$ cat config.mk
export PLATFORM = sky130hd
export DESIGN_NAME = imem_loader_flat
export DESIGN_NICKNAME = d
export VERILOG_FILES = /design/src/rtl/imem_loader_pkg.sv /design/src/rtl/imem_loader_if.sv /design/src/rtl/imem_loader.sv /design/src/flat_wrapper.sv
export SDC_FILE = /design/constraint.sdc
export NUM_CORES = 1
export LEC_CHECK = 0
export ABC_AREA = 1
export CAP_MARGIN = 20
export CORE_AREA = 5 5 102 104
export DETAILED_ROUTE_END_ITERATION = 8
export DIE_AREA = 0 0 107 109
export HOLD_SLACK_MARGIN = 0.1
export PLACE_DENSITY_LB_ADDON = 0.3
export SETUP_SLACK_MARGIN = 0.2
export SKIP_LAST_GASP = 1
export SLEW_MARGIN = 15
export SYNTH_ARGS = -nofsm -noshare
export SYNTH_HDL_FRONTEND = slang
export SYNTH_SLANG_ARGS = --single-unit
$ cat constraint.sdc
create_clock -name clock -period 2.2 [get_ports clock]
set_input_delay 0.66 -clock clock [delete_from_list [all_inputs] [get_ports clock]]
set_output_delay 0.66 -clock clock [all_outputs]
set_load 0.005 [all_outputs]
$ cat src/rtl/imem_loader_pkg.sv
// Shared definitions for the instruction-memory loader and the instruction
// memory itself, so both agree on depth, index width and frame start byte.
package imem_loader_pkg;

    localparam int         IMEM_DEPTH   = 32;
    localparam int         IMEM_ADDR_W  = 5;
    localparam logic [7:0] LOADER_MAGIC = 8'hA5;

    typedef enum logic [2:0] {
        S_IDLE  = 3'd0,
        S_COUNT = 3'd1,
        S_DATA  = 3'd2,
        S_WRITE = 3'd3,
        S_CHECK = 3'd4,
        S_DONE  = 3'd5
    } loader_state_t;

endpackage

$ cat src/rtl/imem_loader_if.sv
// Byte-stream input and instruction-memory write port of the loader.
// master: byte source / memory side, slave: the loader.
interface imem_loader_if;
    logic [7:0]  in_data;
    logic        in_valid;
    logic        in_ready;
    logic [31:0] mem_addr;
    logic [31:0] mem_wdata;
    logic        mem_we;

    modport master (
        output in_data, in_valid,
        input  in_ready, mem_addr, mem_wdata, mem_we
    );

    modport slave (
        input  in_data, in_valid,
        output in_ready, mem_addr, mem_wdata, mem_we
    );
endinterface

$ cat src/rtl/imem_loader.sv
// Byte-stream program loader: MAGIC, N, 4*N little-endian data bytes, XOR
// checksum of the data bytes. Writes each assembled word to the instruction
// memory and holds the core in reset for the duration of the frame.
//
//  state   | meaning
//  --------+-----------------------------------------------------------
//  IDLE    | hunting for MAGIC, other bytes dropped
//  COUNT   | receiving word count N
//  DATA    | assembling a word from 4 bytes, updating checksum
//  WRITE   | one-cycle mem_we pulse for the assembled word
//  CHECK   | receiving checksum byte
//  DONE    | one cycle: done pulse if frame good, release core
module imem_loader
    import imem_loader_pkg::*;
#(
    parameter int         DEPTH  = IMEM_DEPTH,
    parameter int         ADDR_W = IMEM_ADDR_W,
    parameter logic [7:0] MAGIC  = LOADER_MAGIC
) (
    input  logic          clock,
    input  logic          reset,
    imem_loader_if.slave  bus,
    output logic          cpu_hold,
    output logic          done,
    output logic          err
);

    // Word count / index need one extra bit so that N == DEPTH is representable.
    localparam int         CNT_W   = ADDR_W + 1;
    localparam logic [7:0] DEPTH_B = 8'(DEPTH);

    loader_state_t     state;
    logic [CNT_W-1:0]  n_q;
    logic [CNT_W-1:0]  idx;
    logic [CNT_W-1:0]  idx_nxt;
    logic [1:0]        bcnt;
    logic [7:0]        csum;
    logic [23:0]       word_q;
    logic [ADDR_W-1:0] addr_q;
    logic [31:0]       wdata_q;
    logic              we_q;
    logic              accept;

    assign idx_nxt = idx + 1'b1;

    // Ready is a decode of the state, forced low while reset is asserted.
    assign bus.in_ready = !reset && (state == S_IDLE  || state == S_COUNT ||
                                     state == S_DATA  || state == S_CHECK);
    assign accept = bus.in_valid && bus.in_ready;

    assign bus.mem_addr  = {{(32-ADDR_W){1'b0}}, addr_q};
    assign bus.mem_wdata = wdata_q;
    assign bus.mem_we    = we_q;

    // Frame FSM with registered outputs.
    always_ff @(posedge clock) begin
        if (reset) begin
            state    <= S_IDLE;
            n_q      <= '0;
            idx      <= '0;
            bcnt     <= '0;
            csum     <= '0;
            word_q   <= '0;
            addr_q   <= '0;
            wdata_q  <= '0;
            we_q     <= 1'b0;
            cpu_hold <= 1'b0;
            done     <= 1'b0;
            err      <= 1'b0;
        end else begin
            case (state)
                S_IDLE: begin
                    if (accept && bus.in_data == MAGIC) begin
                        state    <= S_COUNT;
                        err      <= 1'b0;
                        cpu_hold <= 1'b1;
                    end
                end
                S_COUNT: begin
                    if (accept) begin
                        if (bus.in_data == 8'd0) begin
                            csum  <= '0;
                            state <= S_CHECK;
                        end else if (bus.in_data > DEPTH_B) begin
                            err      <= 1'b1;
                            cpu_hold <= 1'b0;
                            state    <= S_IDLE;
                        end else begin
                            n_q   <= bus.in_data[CNT_W-1:0];
                            idx   <= '0;
                            bcnt  <= '0;
                            csum  <= '0;
                            state <= S_DATA;
                        end
                    end
                end
                S_DATA: begin
                    if (accept) begin
                        csum <= csum ^ bus.in_data;
                        bcnt <= bcnt + 1'b1;
                        case (bcnt)
                            2'd0: word_q[7:0]   <= bus.in_data;
                            2'd1: word_q[15:8]  <= bus.in_data;
                            2'd2: word_q[23:16] <= bus.in_data;
                            2'd3: begin
                                wdata_q <= {bus.in_data, word_q};
                                addr_q  <= idx[ADDR_W-1:0];
                                we_q    <= 1'b1;
                                state   <= S_WRITE;
                            end
                        endcase
                    end
                end
                S_WRITE: begin
                    we_q  <= 1'b0;
                    idx   <= idx_nxt;
                    bcnt  <= '0;
                    state <= (idx_nxt == n_q) ? S_CHECK : S_DATA;
                end
                S_CHECK: begin
                    if (accept) begin
                        if (bus.in_data != csum)
                            err <= 1'b1;
                        done     <= (bus.in_data == csum) && !err;
                        cpu_hold <= 1'b0;
                        state    <= S_DONE;
                    end
                end
                S_DONE: begin
                    done  <= 1'b0;
                    state <= S_IDLE;
                end
                default: state <= S_IDLE;
            endcase
        end
    end

endmodule
$ cat src/flat_wrapper.sv
// flat-port wrapper written by rule: the top's interface ports become plain ports
module imem_loader_flat import imem_loader_pkg::*;
#(
    parameter int         DEPTH  = IMEM_DEPTH,
    parameter int         ADDR_W = IMEM_ADDR_W,
    parameter logic [7:0] MAGIC  = LOADER_MAGIC
)
  (clock, reset, cpu_hold, done, err, bus_in_data, bus_in_valid, bus_in_ready, bus_mem_addr, bus_mem_wdata, bus_mem_we);
  imem_loader_if bus_i ();
  input  logic clock;
  input  logic reset;
  output logic cpu_hold;
  output logic done;
  output logic err;
  input wire logic [$bits(bus_i.in_data)-1:0] bus_in_data;
  input wire logic [$bits(bus_i.in_valid)-1:0] bus_in_valid;
  output wire logic [$bits(bus_i.in_ready)-1:0] bus_in_ready;
  output wire logic [$bits(bus_i.mem_addr)-1:0] bus_mem_addr;
  output wire logic [$bits(bus_i.mem_wdata)-1:0] bus_mem_wdata;
  output wire logic [$bits(bus_i.mem_we)-1:0] bus_mem_we;
  assign bus_i.in_data = bus_in_data;
  assign bus_i.in_valid = bus_in_valid;
  assign bus_in_ready = bus_i.in_ready;
  assign bus_mem_addr = bus_i.mem_addr;
  assign bus_mem_wdata = bus_i.mem_wdata;
  assign bus_mem_we = bus_i.mem_we;
  imem_loader #(.DEPTH(DEPTH), .ADDR_W(ADDR_W), .MAGIC(MAGIC)) u_core (.clock(clock), .reset(reset), .bus(bus_i), .cpu_hold(cpu_hold), .done(done), .err(err));
endmodule
==> impl_metrics.ini, run 1 <==
[worst_setup_path]
path_cells = dlygate4sd2_1, nor3_4, clkbuf_2
cp.arrival_ns = 1.26
crit_required_ns = 1.54
slowest_delay_ns = 0.27
cp_slowest_cell = dlygate4sd2_1
critical_path.top_delay_family = buffers and inverters
start_kind = input pin
r2r-start = u_core.state[0]
crit_type = in -> out
cp-startpoint = reset
critical_path.max_fanout = 2
critPathBufInv = 2
end_kind = output port

[timing]
fin_crit_ns = 1.92
finalCritPeriodShare = 0.872
hold_viol = 0
worstMarginPinSlew_ns = 0.540
setup_violations = 0
clock.fmax_mhz = 521
slew_headroom = 0.639
layout_setup_ws_ns = 0.282
rsz0062_at_grt = false
clock_skew_ns = 0.00666
fin_tns_setup_ns = 0
slew_violations = 0

[logic_synthesis]
syn_avg_cell_area_um2 = 7.64
syn_area_um2 = 4140
post_synth_inst_count = 542
yosysWarnings = 0
synth-async-reset-ratio = 0
yosysSeqAreaShare = 0.435
synth_ff_type = dfxtp_1
ys_types = 34
synth-seq-cells = 90
synth_enable_flop_cells = 0

[die]
die_w_um = 107
die_h_um = 109
ioPinCount = 80
die-area_um2 = 11700
row_count = 36
start_util = 0.438
design.core.area_um2 = 9460

[cells_and_area]
drive_above_1_share = 0.152
area_delta_synth_final_pct = 24.1
nFillCells = 893
ff_latch_area_um2 = 1810
n_antenna_cell = 0
nets = 636
multi_input_area_um2 = 1980

[global_routing]
overflow = 0
grt_most_used_layer = met2
grt_max_degree = 69
grtUsageMet1 = 0.211
antenna_found_initial = 0
met2_usage = 0.296
grt_pass1_vias = 3571
grt_usage = 0.171
grt_pass1_wl_um = 16200
use_met3 = 0.0409

[status]
status = finished, final reports clean

[routing]
vias = 3735
wirelength_um = 9870
dr.pass1.iters = 5
drc = 0
viasPerCell = 5.06
wl_per_cell_um = 13.4
drt-initial-drc-count = 183
ant_nets = 0

[power_and_ir_drop]
leakagePower_nw = 2.20
worst_ir_drop_vdd_mv = 0.338
fin_total_pwr_w = 0.00311
cellPowerDensity_nw_per_um2 = 606

[cts]
cts_buffer_depth = 2
cts_root_buffer = clkbuf_8
clock_latency_ns = 0.35
cts_tree = yes
clk_pin_slew_ns = 0.08
cts_max_level = 3
cts.sinks = 90
cts_buffers = 9

[hold_path]
hold_class = reg -> reg
min-delay-start = u_core.cpu_hold

[flow_run]
cap_violations = 0

[placement]
dp_slack_ns = -0.319
place_hpwl_um = 7120
gp_congestion = 0.864
portBuffers = 52
[through the flow]
step | cells | cell area (µm²) | hold slack, ns | utilization
global placement | 722 | 4900 | 0.456 | 0.518
detailed placement | 722 | 4900 | 0.462 | 0.518
CTS | 737 | 5100 | 0.478 | 0.540
finish | 738 | 5140 | 0.478 | 0.543
floorplan | 568 | 4240 | 0.450 | -
global route | 738 | 5140 | 0.506 | 0.543
[timing repair]
action,CTS,global route
buffers inserted,0,1
setup endpoints to repair,45,20
resized for setup,9,13
hold buffers,0,0
pin swaps,3,4
[tightest hold or removal path, delay by kind of cell (launching register included)]
family	cells	cell delay, ns
AOI/OAI and AO/OA	1	0.05
DFF	1	0.33
and+or+nand+nor	1	0.06
[Yosys cell counts (all sizes together) (4+ instances only)]
| cell | number | share of area |
|---|---|---|
| nor2 | 91 | 0.10 |
| dfxtp | 90 | 0.44 |
| o21ai | 72 | 0.087 |
| nand2 | 67 | 0.066 |
| a21oi | 59 | 0.071 |
| buf | 41 | 0.073 |
| inv | 39 | 0.035 |
| nand3 | 33 | 0.040 |
| clkbuf | 10 | 0.0094 |
| nor3 | 9 | 0.018 |
| nand4 | 7 | 0.011 |
| ha | 5 | 0.015 |
| or2 | 4 | 0.0060 |
| xnor2 | 4 | 0.0085 |
| xor2 | 4 | 0.0085 |
[worst paths after layout]
path | endpoint | slack [ns] | cells past startpoint
max | bus_in_ready | 0.28 | 3
min | u_core.cpu_hold | 0.48 | 2
max reg2reg | u_core.bus.mem_wdata[26] | 0.37 | 10
min reg2reg | u_core.cpu_hold | 0.48 | 2
[layer usage]
layer / vias up / part of all wire
li1: 1882 / -
met2: 104 / 0.48
met3: 10 / 0.058
met4: 0 / 0.012
met5: - / 0
met1: 1739 / 0.45
[power by group]
group / switching (W) / total, W / internal, W
registers: 0.0000178 / 0.00166 / 0.00164
clock network: 0.000598 / 0.00116 / 0.000559
logic: 0.000177 / 0.000294 / 0.000117
[final cells by class]
| type | instances | share of cell area |
|---|---|---|
| Timing Repair Buffer | 92 | 0.169 |
| Tap cell | 114 | 0.0278 |
| Clock buffer | 10 | 0.0268 |
| Multi-Input combinational cell | 388 | 0.385 |
| Sequential cell | 90 | 0.351 |
| Inverter | 39 | 0.0285 |
| Clock inverter | 5 | 0.0119 |
[cells by family after synthesis]
kind of cell    synth area share
fa+ha+maj                 0.0151
flops                      0.435
simple gates               0.248
buf+inv                    0.118
other cells             0.000906
xor+xnor                  0.0169
compound gates             0.166
[state kept, by name (all words and copies together), names as in the netlist, 2 cells and up]
register,cells
u_core.bus.mem_wdata,32
u_core.word_q,24
u_core.bcnt,2
u_core.state,3
u_core.n_q,6
u_core.idx,6
u_core.addr_q,5
u_core.csum,8
[layout by cell type (no fill, tap or decap), drive strengths merged, types with 2 or more instances in the layout]
cell type      netlist  routed
a21oi               59      59
nand4                7       7
inv                 39      41
nor3                 9       9
xnor2                4       4
xor2                 4       4
buf                 41      40
clkbuf              10      11
dlymetal6s2s         0       2
dfxtp               90      90
or2                  4       4
o21ai               72      72
clkdlybuf4s50        0      46
conb                 1      27
dlygate4sd2          0       3
nor2                91      91
nand3               33      33
nand2               67      67
ha                   5       5
clkinv               0       2
No activity file was read; power rests on OpenSTA's default activity.
==> run 2, diff against run 1 <==
Settings changed: SKIP_LAST_GASP 1 to default.
==> results of run 2 <==
Final layout, timing and power as in run 1 (identical DEF).
==> run 3, diff against run 2 <==
Settings changed: CORE_AREA 5 5 102 104 to 5 5 135 137, DIE_AREA 0 0 107 109 to 0 0 140 142, HOLD_SLACK_MARGIN 0.1 to default.
==> run 3 against run 2 <==
Net effect:
- power increased by 15%
- worst hold slack worse by 0.0077 ns
- setup slack improved by 0.0092 ns
- sequential share of layout area is 2.4 points lower
- critical endpoint unchanged
==> impl_metrics.ini, run 3 (synthesis results as in run 1) <==
[worst_setup_path]
rr_endpoint = u_core.n_q[5]
critical_path.max_fanout = 2
start_kind = input pin
r2r_slack_ns = 0.45
reg2reg_depth = 10
end_kind = output port
crit_required_ns = 1.54
r2r-start = u_core.state[0]
crit_type = in -> out
cp.arrival_ns = 1.25

[global_routing]
overflow = 0
grt_usage = 0.108
grt_pass1_vias = 3327
grt_pass1_wl_um = 17200
grt_max_degree = 62
antenna_found_initial = 0

[cells_and_area]
drive_above_1_share = 0.166
nets = 648
n_antenna_cell = 0
final_common_cell = dfxtp_1
largest_register_ffs = 32
mostFrequentLayoutCells = dfxtp_1 (88), nor2_1 (77), nand2_1 (64), o21ai_0 (58), a21oi_1 (57)
stdcell_area_um2 = 5500
area_delta_synth_final_pct = 32.9

[hold_path]
hold_class = reg -> reg
hold_depth = 2
hold_end = u_core.err
min-delay-start = u_core.err

[power_and_ir_drop]
power_frac_seq = 0.465
clockPowerShare = 0.448
switchingPower_w = 0.000829
leakagePower_nw = 2.33
worst_ir_drop_vdd_mv = 0.447
p_sw_frac = 0.232
power_frac_comb = 0.088
cellPowerDensity_nw_per_um2 = 649
p_int_w = 0.00275

[timing]
slew_violations = 0
fin_crit_ns = 1.91
clock_skew_ns = 0.00547
clock.fmax_mhz = 524
rsz0062_at_grt = false
finalCritPeriodShare = 0.868
fin_tns_setup_ns = 0
hold_viol = 0
setup_violations = 0

[flow_run]
cap_violations = 0

[routing]
ant_nets = 0
wl_per_cell_um = 12.2
vias = 3601
viasPerCell = 4.18
drt-initial-drc-count = 231
wirelength_um = 10600
dr.pass1.iters = 4
drc = 0

[die]
die-area_um2 = 19900
design.core.area_um2 = 16900
die_h_um = 142
die_w_um = 140
start_util = 0.244
ioPinCount = 80
row_count = 48

[status]
status = finished, final reports clean

[cts]
cts_tree = yes
cts_buffer_depth = 2
clk_pin_slew_ns = 0.06
cts_root_buffer = clkbuf_16
clock_latency_ns = 0.34
cts_hold_buf = 0
cts_max_level = 3
cts_buffers = 9
cts.sinks = 90

[placement]
gp_congestion = 0.803
place_hpwl_um = 7690
portBuffers = 52
placed_cell_area_um2 = 5120
## run 3: cell type report
type | instances | area, µm²
clock buffer | 12 | 267
timing repair buffer | 104 | 965
fill | 1800 | 11400
clock inverter | 4 | 48.8
inverter | 39 | 146
multi-input combinational | 388 | 1990
tap | 225 | 282
sequential | 90 | 1800
## run 3: how the worst max path moves through the flow
stage / from / cells after the start / endpoint / slack [ns]
global placement: reset / 3 / bus_in_ready / -0.30
finish: reset / 3 / bus_in_ready / 0.29
CTS: reset / 3 / bus_in_ready / 0.19
floorplan: bus_in_data[7] / 11 / u_core.bcnt[1] / 0.23
detailed placement: reset / 3 / bus_in_ready / -0.32
global route: bus_in_data[1] / 10 / u_core.state[0] / 0.20
## run 3: repair_timing
item / in CTS / in global routing
hold endpoints to repair: 0 / 0
setup buffers: 0 / 2
pin swaps: 0 / 8
endpoints found under the setup margin: 5 / 28
resized for setup: 6 / 18
## run 3: power by group through the flow
stage                     Sequential, W  Combinational [W]  Clock, W
after CTS                       0.00166           0.000307   0.00165
after floorplan                 0.00169           0.000206         0
after global routing            0.00166           0.000351   0.00172
final                           0.00166           0.000313   0.00160
after detailed placement        0.00170           0.000308         0
after global placement          0.00170           0.000308         0
## run 3: critical path, cell delays in order
cell	delay [ns]
dlygate4sd2_1	0.27
nor3_4	0.19
clkbuf_2	0.13
## run 3: metrics by stage
| stage | util | instances | power (W) | setup slack [ns] | hold WS (ns) |
|---|---|---|---|---|---|
| floorplan | - | 568 | 0.00190 | 0.229 | 0.450 |
| global placement | 0.302 | 844 | 0.00201 | -0.299 | 0.457 |
| finish | 0.325 | 862 | 0.00357 | 0.291 | 0.470 |
| detailed placement | 0.302 | 844 | 0.00200 | -0.318 | 0.459 |
| CTS | 0.321 | 860 | 0.00362 | 0.189 | 0.468 |
| global route | 0.325 | 862 | 0.00373 | 0.204 | 0.483 |
## run 3: per-layer routing
layer,GRT usage,part of all wire,up-vias
met5,0,0,-
met3,0.0339,0.044,9
li1,-,-,1918
met4,0.0306,0.010,0
met1,0.140,0.49,1607
met2,0.172,0.46,67
